## config.mk

```make
export PLATFORM = sky130hd
export DESIGN_NAME = down_mod12_timer
export DESIGN_NICKNAME = d
export VERILOG_FILES = /design/src/rtl/down_mod12_pkg.sv /design/src/rtl/down_mod12_timer.sv
export SDC_FILE = /design/constraint.sdc
export NUM_CORES = 1
export LEC_CHECK = 0
export CORE_AREA = 4 4 41 43
export CTS_CLUSTER_SIZE = 20
export DETAILED_ROUTE_END_ITERATION = 10
export DIE_AREA = 0 0 45 47
export GPL_TIMING_DRIVEN = 1
export HOLD_SLACK_MARGIN = 0.02
export PLACE_DENSITY_LB_ADDON = 0.08
export SLEW_MARGIN = 0
export SYNTH_ARGS = -nofsm -noshare
export SYNTH_HDL_FRONTEND = slang
export SYNTH_SLANG_ARGS = --single-unit
export TNS_END_PERCENT = 1
```

## constraint.sdc

```tcl
create_clock -name clk -period 2.7 [get_ports clk]
set_input_delay 0.27 -clock clk [delete_from_list [all_inputs] [get_ports clk]]
set_output_delay 0.27 -clock clk [all_outputs]
set_load 0.02 [all_outputs]
```

## src/rtl/down_mod12_pkg.sv

```systemverilog
// Shared definitions for the MOD12 down-counting reload timer.
// Holds the count modulus, counter width, FSM state encoding and the
// load-value clamp used by down_mod12_timer.
package down_mod12_pkg;

  localparam int MOD    = 12;
  localparam int WIDTH  = 4;
  localparam int MAXVAL = MOD - 1;

  typedef logic [WIDTH-1:0] cnt_t;

  typedef enum logic [1:0] {
    IDLE = 2'd0,
    RUN  = 2'd1,
    DONE = 2'd2
  } state_t;

  // Largest legal count as a counter-width value.
  localparam cnt_t MAX_CNT = cnt_t'(MAXVAL);

  // True when a requested load value lies outside 0..MOD-1.
  function automatic logic load_out_of_range(input cnt_t value);
    return (value > MAX_CNT);
  endfunction

  // Saturate a requested load value into the legal count range.
  function automatic cnt_t clamp_load(input cnt_t value);
    return load_out_of_range(value) ? MAX_CNT : value;
  endfunction

endpackage

```

## src/rtl/down_mod12_timer.sv

```systemverilog
// Loadable MOD12 down counter with IDLE/RUN/DONE control FSM.
// Counts toward zero while enabled in RUN; at each zero crossing it either
// reloads MOD-1 (periodic, mode=0) or parks at zero in DONE (one-shot,
// mode=1), and raises tc for exactly one cycle.
// Optional build macro DOWN_MOD12_TIMER_LOAD_ERR_EN adds a registered
// load_err pulse flagging loads whose din exceeded MOD-1.
module down_mod12_timer
  import down_mod12_pkg::*;
(
  input  logic             clk,
  input  logic             rst,
  input  logic [WIDTH-1:0] din,
  input  logic             load,
  input  logic             en,
  input  logic             mode,
  output logic [WIDTH-1:0] dout,
  output logic             tc,
  output logic             busy,
  output logic             done
`ifdef DOWN_MOD12_TIMER_LOAD_ERR_EN
  ,
  output logic             load_err
`endif
);

  state_t state;
  cnt_t   count;
  logic   tc_q;
  cnt_t   load_val;
  logic   load_oor;
  logic   at_zero;

  // Clamp the requested load into 0..MOD-1 and note whether clamping was needed
  always_comb begin
    load_oor = load_out_of_range(din);
    load_val = clamp_load(din);
    at_zero  = (count == '0);
  end

  // Counter and FSM share one register block; priority is rst, then load, then counting
  always_ff @(posedge clk) begin
    if (rst) begin
      state <= IDLE;
      count <= '0;
      tc_q  <= 1'b0;
    end else begin
      tc_q <= 1'b0;
      if (load) begin
        count <= load_val;
        state <= RUN;
      end else begin
        unique case (state)
          IDLE: begin
            count <= count;
          end
          RUN: begin
            if (en) begin
              if (at_zero) begin
                tc_q <= 1'b1;
                if (mode) begin
                  state <= DONE;
                end else begin
                  count <= MAX_CNT;
                end
              end else begin
                count <= count - cnt_t'(1);
              end
            end
          end
          DONE: begin
            count <= '0;
          end
          default: begin
            state <= IDLE;
            count <= '0;
          end
        endcase
      end
    end
  end

`ifdef DOWN_MOD12_TIMER_LOAD_ERR_EN
  // Flag for one cycle any accepted load whose value had to be clamped
  always_ff @(posedge clk) begin
    if (rst) begin
      load_err <= 1'b0;
    end else begin
      load_err <= load & load_oor;
    end
  end
`endif

  assign dout = count;
  assign tc   = tc_q;
  assign busy = (state == RUN);
  assign done = (state == DONE);

endmodule
```

==> impl_metrics.json <==
{
  "tns_ns": 0,
  "num_vias": 422,
  "cts_sinks": 7,
  "yosysTopAreaCell": "dfxtp_1",
  "io_pins": 16,
  "area_delta_synth_final_pct": 42.98,
  "drtPass1Iterations": 4,
  "relSlewSlack_pct": 72.92,
  "die_width_microns": 45,
  "grt_pass1_vias": 375,
  "wl_met1_microns": 466,
  "swShare_pct": 30.42,
  "p_per_area_nw_per_um2": 499.8,
  "cts_root_buf": "clkbuf_4",
  "yosysSeqAreaShare_pct": 32.09,
  "clk_pin_slew_ns": 0.05,
  "initial_utilization_pct": 33.56,
  "end_kind": "output pin",
  "max-cap-violations": 0,
  "reg2reg_from": "dout[0]",
  "dieHeight_microns": 47,
  "ir_drop_v": 0.0002031,
  "hp-start": "dout[1]",
  "min_period_ns": 1.772,
  "leakagePower_nw": 0.2277,
  "grt-ovfl-total": 0,
  "synth_top_cell_area_share_pct": 32.09,
  "postSynth.asyncResetShare_pct": 0,
  "wl_met2_microns": 421,
  "clk_latency_ns": 0.25,
  "min_path_type": "flip-flop to flip-flop",
  "combPwrFrac_pct": 31.4,
  "ys_types": 30,
  "finalSetupViolations": 0,
  "grt_pass1_wl_mm": 1.545,
  "drt-initial-drc-count": 5,
  "wire_per_inst_microns": 11.75,
  "cts-htree-levels": 1,
  "holdWs_ns": 0.5470,
  "core_area_sq_um": 1301,
  "worst-path-max-fanout": 5,
  "setup.worst_path.start": "state[0]",
  "tightest_slew_ns": 0.4050,
  "post_cts_resized": 0,
  "synth_commonest_cells": "dfxtp_1 (7), nor2_1 (7), a21oi_1 (4)",
  "ctsLongestPathBuffers": 2,
  "arrival_ns": 1.50,
  "critPathLaunchType": "flip-flop",
  "timing.fmax_mhz": 564.3,
  "postCtsSetupRepairBufs": 0,
  "finClkSkew_ns": 0.001856,
  "p_seq_share_pct": 38.6,
  "nNetsFinal": 80,
  "avgViaCountPerCell": 5.084,
  "wl_met3_microns": 88,
  "critPathKind": "flip-flop to output pin",
  "synth_area_per_cell_sq_um": 8.733,
  "status": "finished clean",
  "rsz0062_at_grt": "no",
  "routed.top_layer": "met3",
  "place_ws_ns": 0.8337,
  "syn_area_sq_um": 436.7,
  "setup_slack_ns": 0.9279,
  "internal_power_uw": 217.1,
  "slew_violations": 0,
  "synth-seq-cells": 7,
  "totalWireLength_microns": 975,
  "syn-num-nets": 61,
  "tritoncts": "built",
  "place.port_buffers": 15,
  "rows": 13,
  "synth-main-ff-cell": "dfxtp_1",
  "power.share.clock_pct": 30.0,
  "finalHoldViolCount": 0,
  "place_congestion": 0.7640,
  "yosys-top-cells-area": "dfxtp_1 (32%), nor2_1 (6.0%), ha_1 (5.7%)",
  "grt_antenna_before_repair": 0,
  "n_antenna_cell": 0,
  "drive_gt1_share_pct": 13.24,
  "track_usage_pct": 10.44,
  "numCtsBuffers": 3,
  "cp.required_ns": 2.43,
  "ys_warn_count": 0,
  "drtAntennaViolNets": 0,
  "synth_edf_count": 0,
  "cts_hold_buf": 0,
  "finalCritPeriodShare_pct": 65.63,
  "drcViolationCount": 0,
  "syn_inst": 50,
  "dieArea_sq_um": 2115,
  "grt_max_degree": 12,
  "p_switching_uw": 94.94
}
-- final timing paths --
kind                            endpoint  slack [ns]  depth (start not counted)
worst max register to register   dout[2]        1.03                          6
worst min-delay path             dout[1]        0.55                          2
worst min register to register   dout[1]        0.55                          2
worst max-delay path                busy        0.93                          2
-- power groups by stage --
stage | clock network, mW | logic [mW] | registers (mW)
finish | 0.0937 | 0.0980 | 0.120
global placement | 0 | 0.0992 | 0.122
global route | 0.0999 | 0.107 | 0.122
CTS | 0.0976 | 0.0989 | 0.120
floorplan | 0 | 0.0518 | 0.129
detailed placement | 0 | 0.0980 | 0.122
-- area by class of cell --
cell class                      instances  area, sq um
Clock buffer                            4        26.28
Fill cell                             148        676.9
Inverter                                3        11.26
Sequential cell                         7        140.1
Tap cell                               15        18.77
Multi-Input combinational cell         39        277.8
Timing Repair Buffer                   15        150.1
-- kinds of logic (layout without fill, tap and decap cells) --
family | count (synthesis) | after routing | share of synthesized area, %
AND/OR/NAND/NOR | 21 | 21 | 28.95
buffers and inverters | 4 | 22 | 4.298
AO/OA/AOI/OAI | 15 | 15 | 26.93
XOR/XNOR | 1 | 1 | 2.006
flip-flops | 7 | 7 | 32.09
adder cells (fa/ha/maj) | 2 | 2 | 5.730
-- placed cells by master (no fill, tap or decap), types with 2 or more instances in the layout --
cell type,n
clkbuf_4,3
a211oi_1,2
a21oi_1,4
inv_1,3
nand2_1,2
clkdlybuf4s50_1,15
nor2_1,7
dfxtp_1,7
ha_1,2
-- flip-flops by register name, summed over array words and instances (netlist names) --
name	cells
dout	4
state	2
tc	1
-- through the flow --
step	utilization (%)	total power [mW]	cell area [sq um]	instances
after floorplan	-	0.1807	436.7	50
after CTS	47.98	0.3168	624.3	83
after detailed placement	45.96	0.2204	598.1	79
final	47.98	0.3121	624.3	83
after global placement	45.96	0.2215	598.1	79
after global routing	47.98	0.3285	624.3	83
-- critical path, stage by stage, from the launching register on --
cell             delay (ns)
dfxtp_1                0.37
nor2b_1                0.25
clkdlybuf4s50_1        0.64
-- routing by layer --
metal | track usage, % | vias to the layer above
li1 | - | 217
met1 | 13.01 | 192
met2 | 14.97 | 13
met3 | 3.831 | 0
met4 | 7.018 | 0
met5 | 0 | -
(Power assumes the default switching activity.)
